===== config.mk =====
export PLATFORM = sky130hd
export DESIGN_NAME = uart_tx_param
export DESIGN_NICKNAME = d
export VERILOG_FILES = /design/src/rtl/uart_tx_param.sv
export SDC_FILE = /design/constraint.sdc
export NUM_CORES = 1
export LEC_CHECK = 0
export ABC_CLOCK_PERIOD_IN_PS = 3200
export CORE_ASPECT_RATIO = 1.25
export CORE_MARGIN = 2
export CORE_UTILIZATION = 50
export DETAILED_ROUTE_END_ITERATION = 8
export MAX_ROUTING_LAYER = met4
export PLACE_DENSITY_LB_ADDON = 0.1
export SYNTH_ARGS = -nofsm -noshare
export SYNTH_HDL_FRONTEND = slang
export SYNTH_SLANG_ARGS = --single-unit

===== constraint.sdc =====
create_clock -name clk -period 3.2 [get_ports clk]
set_input_delay 0.96 -clock clk [delete_from_list [all_inputs] [get_ports clk]]
set_output_delay 0.96 -clock clk [all_outputs]
set_load 0.005 [all_outputs]

===== src/rtl/uart_tx_param.sv =====
// uart_tx_param: FIFO-buffered UART transmitter. The frame format is
// configurable (5-8 data bits, none/even/odd parity, 1 or 2 stop bits) and
// the bit period is baud_div+1 clocks. All frame settings are captured when a
// byte is popped, so they cannot change in the middle of a frame.
module uart_tx_param #(
  parameter int DIV_W      = 16,
  parameter int FIFO_DEPTH = 4
) (
  input  logic                          clk,
  input  logic                          reset,
  input  logic [7:0]                    tx_data,
  input  logic                          tx_valid,
  output logic                          tx_ready,
  input  logic [DIV_W-1:0]              baud_div,
  input  logic [1:0]                    data_bits,
  input  logic [1:0]                    parity_mode,
  input  logic                          stop_bits,
  output logic                          uart_tx,
  output logic                          tx_done,
  output logic                          busy,
  output logic [$clog2(FIFO_DEPTH):0]   fifo_level
);

  localparam int AW = $clog2(FIFO_DEPTH);
  localparam logic [AW:0] FULL_LVL = (AW+1)'(FIFO_DEPTH);

  typedef enum logic [2:0] {IDLE, START, DATA, PARITY, STOP} state_t;

  // FIFO storage; pointers carry one extra wrap bit so full and empty differ
  logic [7:0]  mem [FIFO_DEPTH];
  logic [AW:0] wr_ptr;
  logic [AW:0] rd_ptr;
  logic [7:0]  head;
  logic        push;
  logic        pop;

  // Frame state, all latched at pop time
  state_t           state;
  logic [DIV_W-1:0] cnt;
  logic [DIV_W-1:0] div_l;
  logic [2:0]       bit_idx;
  logic [2:0]       last_bit;
  logic [7:0]       shreg;
  logic             par_en;
  logic             par_bit;
  logic             stop_l;
  logic             stop_idx;
  logic [7:0]       mask;
  logic             bit_end;
  logic             frame_end;

  assign fifo_level = wr_ptr - rd_ptr;
  assign tx_ready   = (fifo_level < FULL_LVL);
  assign push       = tx_valid && tx_ready;
  assign head       = mem[rd_ptr[AW-1:0]];

  assign bit_end    = (cnt == div_l);
  assign frame_end  = (state == STOP) && bit_end && (stop_idx == stop_l);
  // A byte leaves the FIFO either from IDLE or exactly at the end of the
  // previous frame, which gives back-to-back frames with no idle gap.
  assign pop        = (fifo_level != '0) && ((state == IDLE) || frame_end);

  // Data-length mask so bits above the configured length never reach parity
  always_comb begin
    mask = 8'hFF;
    case (data_bits)
      2'b00:   mask = 8'h1F;
      2'b01:   mask = 8'h3F;
      2'b10:   mask = 8'h7F;
      default: mask = 8'hFF;
    endcase
  end

  // FIFO write port (no reset needed on the storage itself)
  always_ff @(posedge clk) begin
    if (push) mem[wr_ptr[AW-1:0]] <= tx_data;
  end

  // FIFO pointer update; reset empties the FIFO and blocks any push
  always_ff @(posedge clk) begin
    if (reset) begin
      wr_ptr <= '0;
      rd_ptr <= '0;
    end else begin
      if (push) wr_ptr <= wr_ptr + (AW+1)'(1);
      if (pop)  rd_ptr <= rd_ptr + (AW+1)'(1);
    end
  end

  // Transmit FSM with registered line, done pulse and busy flag
  always_ff @(posedge clk) begin
    if (reset) begin
      state    <= IDLE;
      uart_tx  <= 1'b1;
      tx_done  <= 1'b0;
      busy     <= 1'b0;
      cnt      <= '0;
      div_l    <= '0;
      bit_idx  <= '0;
      last_bit <= '0;
      shreg    <= '0;
      par_en   <= 1'b0;
      par_bit  <= 1'b0;
      stop_l   <= 1'b0;
      stop_idx <= 1'b0;
    end else begin
      tx_done <= 1'b0;
      if (pop) begin
        state    <= START;
        uart_tx  <= 1'b0;
        busy     <= 1'b1;
        cnt      <= '0;
        div_l    <= (baud_div == '0) ? DIV_W'(1) : baud_div;
        last_bit <= 3'(3'd4 + {1'b0, data_bits});
        shreg    <= head;
        par_en   <= (parity_mode == 2'b01) || (parity_mode == 2'b10);
        par_bit  <= (^(head & mask)) ^ (parity_mode == 2'b10);
        stop_l   <= stop_bits;
        bit_idx  <= '0;
        stop_idx <= 1'b0;
      end else begin
        case (state)
          IDLE: begin
            uart_tx <= 1'b1;
          end
          START: begin
            if (bit_end) begin
              state   <= DATA;
              cnt     <= '0;
              uart_tx <= shreg[0];
            end else begin
              cnt <= cnt + DIV_W'(1);
            end
          end
          DATA: begin
            if (bit_end) begin
              cnt <= '0;
              if (bit_idx == last_bit) begin
                if (par_en) begin
                  state   <= PARITY;
                  uart_tx <= par_bit;
                end else begin
                  state   <= STOP;
                  uart_tx <= 1'b1;
                end
              end else begin
                bit_idx <= bit_idx + 3'd1;
                uart_tx <= shreg[1];
                shreg   <= shreg >> 1;
              end
            end else begin
              cnt <= cnt + DIV_W'(1);
            end
          end
          PARITY: begin
            if (bit_end) begin
              state   <= STOP;
              cnt     <= '0;
              uart_tx <= 1'b1;
            end else begin
              cnt <= cnt + DIV_W'(1);
            end
          end
          STOP: begin
            uart_tx <= 1'b1;
            if (bit_end) begin
              cnt <= '0;
              if (stop_idx == stop_l) begin
                // FIFO is empty here, otherwise pop would have fired
                state <= IDLE;
                busy  <= 1'b0;
              end else begin
                stop_idx <= 1'b1;
              end
            end else begin
              cnt <= cnt + DIV_W'(1);
              // done is visible during the very last clock of the last stop bit
              if ((stop_idx == stop_l) && (cnt == div_l - DIV_W'(1)))
                tx_done <= 1'b1;
            end
          end
          default: begin
            state   <= IDLE;
            uart_tx <= 1'b1;
          end
        endcase
      end
    end
  end

endmodule


# Word-level counts from Yosys, hierarchy flattened

Memories as Yosys holds them, arrays and structs flattened. A register that Yosys moved wholly into a read port is not among the register bits.
Cells that the tools add are included.

Memories: 1
Output and inout port bits: 7
Logic and storage cells: 115
Bits in writable memories: 32
Bits in registers: 62
Input port bits: 32

Memories:

| name | words | bits a word | rd ports | clocked after memory_dff | write ports | RTL line | text |
|---|---|---|---|---|---|---|---|
| mem  | 4     | 8           | 1        | 1                        | 1           | 30       | `logic [7:0] mem [FIFO_DEPTH];` |

Reduce and logical (&&, ||, !) cells: 26
Bitwise gates (word level): 6
Add/sub/neg operators: 7
Mux-type cells: 32
Eq/ne operators: 26
Order comparisons: 1

Operators by type and width:

| kind                                               | number |
|---|---|
| == test 16 bit                                     | 2 |
| 2-to-1 mux 16 bit                                  | 2 |
| 2-to-1 mux 8 bit                                   | 4 |
| one-hot mux 8 bit (3 select lines)                 | 1 |
| 2-to-1 mux 3 bit                                   | 7 |
| adder 16 x 1 -> 16 bit, second input constant      | 1 |
| zero test 16 bit                                   | 1 |
| subtractor 16 x 1 -> 16 bit, second input constant | 1 |
| inequality test 3 bit, second input constant       | 5 |
| one-hot mux 3 bit (5 select lines)                 | 1 |
| AND reduction 3 bit                                | 5 |
| 2-to-1 mux 1 bit                                   | 14 |
| inequality test 2 bit, second input constant       | 7 |
| AND reduction 7 bit                                | 2 |
| adder 3 x 1 -> 3 bit, second input constant        | 3 |
| AND 8 bit                                          | 1 |
| nonzero test 2 bit                                 | 4 |
| OR reduction 4 bit                                 | 2 |
| parity 8 bit                                       | 1 |
| == test 3 x 2 -> 1 bit, second input constant      | 2 |
| logical AND 1 bit                                  | 5 |
| == test 2 x 1 -> 1 bit, second input constant      | 2 |
| == test 2 bit, second input constant               | 2 |
| 2-to-1 mux 2 bit                                   | 2 |
| other kinds (17)                                   | 21 |

# Logic depth before layout (Yosys ltp)

Gate-level depths: netlist of run 1.

Word-level depth: 7
Mapped depth: 11

# Worst setup path before layout of run 1

No wires, ideal clock.

Path type: flip-flop to output port
Start: register wr_ptr[0]
End: output port fifo_level[2]
Arrival time: 1.628 ns
Stages on the path, launching flop included: 7
Path slack: 0.612 ns
Cells stage by stage: dfxtp_1 > inv_1 > ha_1 > fa_1 > xor2_1 > xnor2_1 > inv_1

Word-level cells in the longest chain between the ends: 1

RTL lines:

| item                     | RTL line | text |
|---|---|---|
| start: declaration       | 31       | `logic [AW:0] wr_ptr;` |
| start signal: assignment | 85       | `if (push) wr_ptr <= wr_ptr + (AW+1)'(1);` |
| subtractor 3 bit         | 52       | `assign fifo_level = wr_ptr - rd_ptr;` |
| end: declaration         | 21       | `output logic [$clog2(FIFO_DEPTH):0] fifo_level` |

No other way between the ends.

# Worst setup path in the final report of run 1

Same ends and word-level chain as after synthesis.

==> results of run 1 <==
-- cells by family after synthesis --
group | share of synthesized area, %
DFF | 44.1
buffers and inverters | 5.12
xor gates and xnor gates | 10.4
muxes | 5.71
adders and majority gates | 2.86
AOI/OAI and AO/OA | 13.0
and+or+nand+nor | 18.7
-- through the flow --
stage / hold WS [ns] / std cells
floorplan: 0.457 / 497
global placement: 0.475 / 644
detailed placement: 0.474 / 644
CTS: 0.484 / 663
global route: 0.506 / 663
finish: 0.482 / 663
-- critical path, stage by stage (launching register included) --
cell	delay (ns)
dfxtp_2	0.33
inv_1	0.07
ha_1	0.22
fa_2	0.34
xor2_1	0.15
xnor2_1	0.14
inv_1	0.06
clkdlybuf4s50_1	0.49
-- cells in the final DEF, fill, tap and decap left out, drive strengths merged, types with 3 or more instances in the layout --
cell / netlist / final
o211ai: 3 / 3
mux4: 8 / 8
or3: 7 / 7
nor4b: 6 / 6
dfxtp: 64 / 64
buf: 19 / 16
mux2i: 11 / 11
nand4: 8 / 8
nor4: 7 / 7
a211oi: 17 / 17
clkinvlp: 0 / 4
inv: 16 / 18
nand2b: 5 / 5
a21oi: 35 / 35
o21ai: 30 / 30
a31oi: 4 / 4
xnor2: 38 / 38
and2: 5 / 5
edfxtp: 32 / 32
nor2b: 3 / 3
nor3: 20 / 20
o31ai: 4 / 4
clkdlybuf4s50: 0 / 37
and3: 5 / 5
nand3: 27 / 27
clkbuf: 14 / 9
or4: 4 / 4
nor2: 34 / 34
ha: 10 / 10
nand4b: 3 / 3
nand2: 12 / 12
o21a: 3 / 3
xor2: 20 / 20
-- sequential cells by signal (all words and copies together), names as in the netlist, named ones only --
register / cells
wr_ptr: 3
tx_done: 1
par_en: 1
shreg: 8
cnt: 16
state: 3
mem: 32
par_bit: 1
uart_tx: 1
div_l: 16
rd_ptr: 3
bit_idx: 3
stop_idx: 1
last_bit: 3
busy: 1
stop_l: 1
-- repair_timing --
item / CTS / global route
endpoints found under the setup margin: 2 / 1
gates resized for setup: 2 / 1
pin swaps: 1 / 1
setup buffers: 3 / 0
endpoints found under the hold margin: 0 / 0
-- worst max-delay path by stage --
stage                         start             to  slack [ns]  depth (start not counted)
after global routing      wr_ptr[0]  fifo_level[2]        0.01                          7
final                     wr_ptr[0]  fifo_level[2]        0.09                          7
after floorplan           wr_ptr[0]  fifo_level[2]        0.61                          6
after global placement    wr_ptr[0]       tx_ready        0.27                          6
after CTS                 wr_ptr[0]  fifo_level[2]        0.03                          7
after detailed placement  wr_ptr[0]       tx_ready        0.23                          6
-- layout make-up --
class,count,share of cell area (%)
tap,129,2.76
sequential,96,38.4
multi-input combinational,352,44.1
timing repair buffer,54,8.54
clock inverter,7,1.33
inverter,16,1.03
clock buffer,9,3.85
-- metal layers --
metal	wire length [um]	vias to the layer above	GRT usage [%]
met5	0	-	-
met4	365	0	11.7
met3	274	26	2.71
met2	6060	75	41.3
met1	4640	1842	26.2
li1	-	1892	-
-- power groups by stage --
stage | combinational (W) | sequential [W] | clock [W]
3_3_place_gp | 0.00344 | 0.00195 | 0
3_5_place_dp | 0.00351 | 0.00197 | 0
2_1_floorplan | 0.00282 | 0.00178 | 0
6_report | 0.00355 | 0.00194 | 0.00109
4_1_cts | 0.00357 | 0.00194 | 0.00111
5_1_grt | 0.00393 | 0.00199 | 0.00117
==> impl_metrics.json, run 1 <==
{
  "status": "complete, no violations",
  "path_max_fanout": 3,
  "drcViolationCount": 0,
  "drt_iter0_markers": 171,
  "async_reset_ff_share_pct": 0,
  "area_growth_pct": 15.1,
  "min_to": "shreg[7]",
  "cts_num_sinks": 96,
  "setup_violations": 0,
  "setup_ws_ns": 0.0938,
  "yosysTopAreaCell": "dfxtp_1",
  "worst_clock_skew_ns": 0.00620,
  "worstPathRequired_ns": 2.24,
  "worst_ep_arrival_time_ns": 2.15,
  "die_h_um": 117,
  "ir_worst_vdd_v": 0.000581,
  "swShare_pct": 42.4,
  "p_per_area_mw_per_mm2": 1130,
  "syn_area_per_cell_um2": 10.2,
  "p_int_w": 0.00379,
  "period_share_pct": 97.1,
  "fillers": 876,
  "start_util_pct": 50.8,
  "final_area_mm2": 0.00585,
  "synth-main-ff-cell": "dfxtp_1",
  "worst_r2r_path_depth": 12,
  "maxCapViolations": 0,
  "yosys_warnings": 0,
  "path_clk_slew_ns": 0.07,
  "route.vias.total": 3835,
  "yosysMostFrequentCell": "dfxtp_1",
  "drive_gt1_share_pct": 11.2,
  "slew_violations": 0,
  "grtUsageTotal_pct": 23.4,
  "drtPass1Iterations": 5,
  "rrSetupSlack_ns": 0.34,
  "min_from": "shreg[7]",
  "reg2reg_to": "shreg[5]",
  "fin_tns_setup_ns": 0,
  "synth_common_cells": "dfxtp_1 (64), a21oi_1 (35), xnor2_1 (35), nor2_1 (34), edfxtp_1 (32)",
  "synth-edff-count": 32,
  "netlist.area_leader.share_pct": 25.2,
  "post-route-util_pct": 58.4,
  "rsz0062_at_grt": "false",
  "switchingPower_w": 0.00279,
  "portBuffers": 38,
  "seqPwrFrac_pct": 29.4,
  "regToRegStartpoint": "wr_ptr[0]",
  "cts_root_buf": "clkbuf_16",
  "vias_per_cell": 5.78,
  "grt_pass1_wl_um": 19300,
  "clk-insertion-delay-late_ns": 0.35,
  "routed_wl_um": 11300,
  "min_path_type": "flop to flop",
  "core-area_mm2": 0.0100,
  "dieArea_mm2": 0.0110,
  "worstHoldPathCells": 2,
  "place_hpwl_um": 8370,
  "p_clk_share_pct": 16.6,
  "boundaryPins": 39,
  "grt_overflow": 0,
  "power_w": 0.00658,
  "antenna_found_initial": 0,
  "htreeDepth": 3,
  "synth.net_count": 540,
  "num-nets-final": 572,
  "tightest_slew_ns": 0.633,
  "combinationalPowerShare_pct": 54.0,
  "synth_cell_types": 59,
  "rows": 41,
  "multi_input_area_mm2": 0.00258,
  "grt_start_max_net_pins": 48,
  "gp_congestion": 0.857,
  "avgRoutedWirePerCell_um": 17.1,
  "yosysSeqAreaShare_pct": 44.1,
  "setup.worst_path.end_class": "primary output",
  "register_area_mm2": 0.00224,
  "ant_nets": 0,
  "cts_tree": "yes",
  "clock_path_buffers": 2,
  "numCtsBuffers": 9,
  "diodes": 0,
  "ys_top_cells_by_area": "dfxtp_1 (25%), edfxtp_1 (19%), xnor2_1 (6.0%)",
  "preCtsSetupSlack_ns": 0.229,
  "syn-instance-count": 497,
  "hold_viol_final": 0,
  "crit_path_start_kind": "flop",
  "fin_crit_ns": 3.11,
  "synth_area_mm2": 0.00508,
  "ys_seq_elements": 96,
  "grt_pass1_vias": 3895,
  "hold_buffers": 0,
  "max_slew_margin_pct": 57.5,
  "placed_area_mm2": 0.00552,
  "fmaxAchievable_ghz": 0.322,
  "p_leak_nw": 1.99,
  "fp.dieW_um": 94.2,
  "critPathKind": "flop to primary output"
}
(Power assumes the default switching activity.)
==> run 2, diff against run 1 <==
CAP_MARGIN = 20   (was not set)
==> results of run 2 <==
The final DEF is identical to that of run 1; final timing and power are the same.
==> run 3, diff against run 2 <==
MAX_ROUTING_LAYER = not set   (was met4)
==> impl_metrics.json, run 3 (synthesized netlist as in run 1, its figures left out) <==
{
  "htreeDepth": 3,
  "path_clk_slew_ns": 0.07,
  "numCtsBuffers": 9,
  "boundaryPins": 39,
  "dp.cells": 644,
  "largest_reg_flops": 32,
  "ir_worst_vdd_v": 0.000579,
  "cts_tree": "yes",
  "route.vias.total": 3828,
  "area_growth_pct": 15.1,
  "grt_pass1_vias": 3893,
  "layout_common_cells": "dfxtp_1 (63), clkdlybuf4s50_1 (37), xnor2_1 (35), a21oi_1 (35), nor2_1 (34)",
  "hold_buffers": 0,
  "hold_viol_final": 0,
  "drtPass1Iterations": 5,
  "antenna_found_initial": 0,
  "fin_tns_setup_ns": 0,
  "fp.dieW_um": 94.2,
  "drive_gt1_share_pct": 11.2,
  "worst_ep_arrival_time_ns": 2.15,
  "gp_congestion": 0.843,
  "stdcell_count": 663,
  "cts_root_buf": "clkbuf_16",
  "rsz0062_at_grt": "false",
  "path_max_fanout": 3,
  "drcViolationCount": 0,
  "dieArea_mm2": 0.0110,
  "grt_pass1_wl_um": 19300,
  "min_path_type": "flop to flop",
  "rrSetupSlack_ns": 0.32,
  "portBuffers": 38,
  "critPathKind": "flop to primary output",
  "grt_start_max_net_pins": 48,
  "slew_violations": 0,
  "clock_path_buffers": 2,
  "ant_nets": 0,
  "mostFrequentLayoutCell": "dfxtp_1",
  "place_hpwl_um": 8370,
  "num-nets-final": 572,
  "start_util_pct": 50.8,
  "clk-insertion-delay-late_ns": 0.34,
  "routed_wl_um": 11400,
  "drt_iter0_markers": 169,
  "tightest_slew_ns": 0.622,
  "status": "complete, no violations",
  "core-area_mm2": 0.0100,
  "grt_overflow": 0,
  "max_slew_margin_pct": 58.2,
  "cts_num_sinks": 96,
  "rows": 41,
  "setup_violations": 0,
  "fin_crit_ns": 3.11,
  "setup.worst_path.end_class": "primary output",
  "vias_per_cell": 5.77,
  "worst_clock_skew_ns": 0.00423,
  "grtUsageTotal_pct": 22.8,
  "fmaxAchievable_ghz": 0.322,
  "diodes": 0,
  "maxCapViolations": 0,
  "crit_path_start_kind": "flop",
  "worstPathRequired_ns": 2.24,
  "p_leak_nw": 1.99,
  "p_per_area_mw_per_mm2": 1130,
  "fillers": 876,
  "period_share_pct": 97.0,
  "avgRoutedWirePerCell_um": 17.2,
  "die_h_um": 117
}
[run 3: cell counts in the layout (fill, tap and decap cells not counted)]
Identical to the previous run, type by type.
[run 3: layout make-up]
| class | instances | area (um2) | area share (%) |
|---|---|---|---|
| inverters | 16 | 60.1 | 1.03 |
| clock inverters | 7 | 77.6 | 1.33 |
| flip-flops and latches | 96 | 2240 | 38.4 |
| well taps | 129 | 161 | 2.76 |
| repair buffers | 54 | 499 | 8.54 |
| multi-input cells | 352 | 2580 | 44.1 |
| clock buffers | 9 | 225 | 3.85 |
[run 3: path summary, 6_finish.rpt]
path                                start            end  cells past startpoint
worst max register to register  wr_ptr[0]       shreg[2]                     12
worst min-delay path             shreg[7]       shreg[7]                      2
worst max-delay path            wr_ptr[0]  fifo_level[2]                      7
worst min register to register   shreg[7]       shreg[7]                      2
[run 3: report_power, final]
group,internal (W),switching (W),leakage (nW)
Sequential,0.00159,0.000342,0.816
Clock,0.000611,0.000479,0.135
Combinational,0.00159,0.00198,1.04
Total,0.00379,0.00280,1.99
[run 3: what timing repair did]
action	4_1_cts	5_1_grt
pin swaps	1	1
setup endpoints to repair	2	1
setup buffers	3	0
resized for setup	2	1
[run 3: worst max-delay path, cell delays in order, from the launching register on]
cell and delay, ns:
dfxtp_2 0.33, inv_1 0.07, ha_1 0.22, fa_2 0.34, xor2_1 0.15, xnor2_1 0.14
inv_1 0.06, clkdlybuf4s50_1 0.49
[run 3: per-stage QoR]
step | setup WS, ns | hold slack (ns) | utilization, % | total power, W | area [um2]
final | 0.0947 | 0.484 | 58.4 | 0.00659 | 5850
after global routing | 0.0120 | 0.506 | 58.4 | 0.00708 | 5850
after CTS | 0.0345 | 0.484 | 58.4 | 0.00662 | 5840
after detailed placement | 0.229 | 0.474 | 55.2 | 0.00548 | 5520
after global placement | 0.273 | 0.475 | 55.2 | 0.00539 | 5520
after floorplan | 0.612 | 0.457 | - | 0.00460 | 5080
[run 3: routing by layer]
| metal | vias up | track usage (%) | wire length, um | share of wire (%) |
|---|---|---|---|---|
| li1 | 1888 | - | - | - |
| met1 | 1853 | 26.1 | 4680 | 41 |
| met2 | 66 | 41.4 | 6100 | 54 |
| met3 | 21 | 2.90 | 255 | 2.2 |
| met4 | 0 | 11.7 | 338 | 3.0 |
| met5 | - | 0 | 0 | 0 |
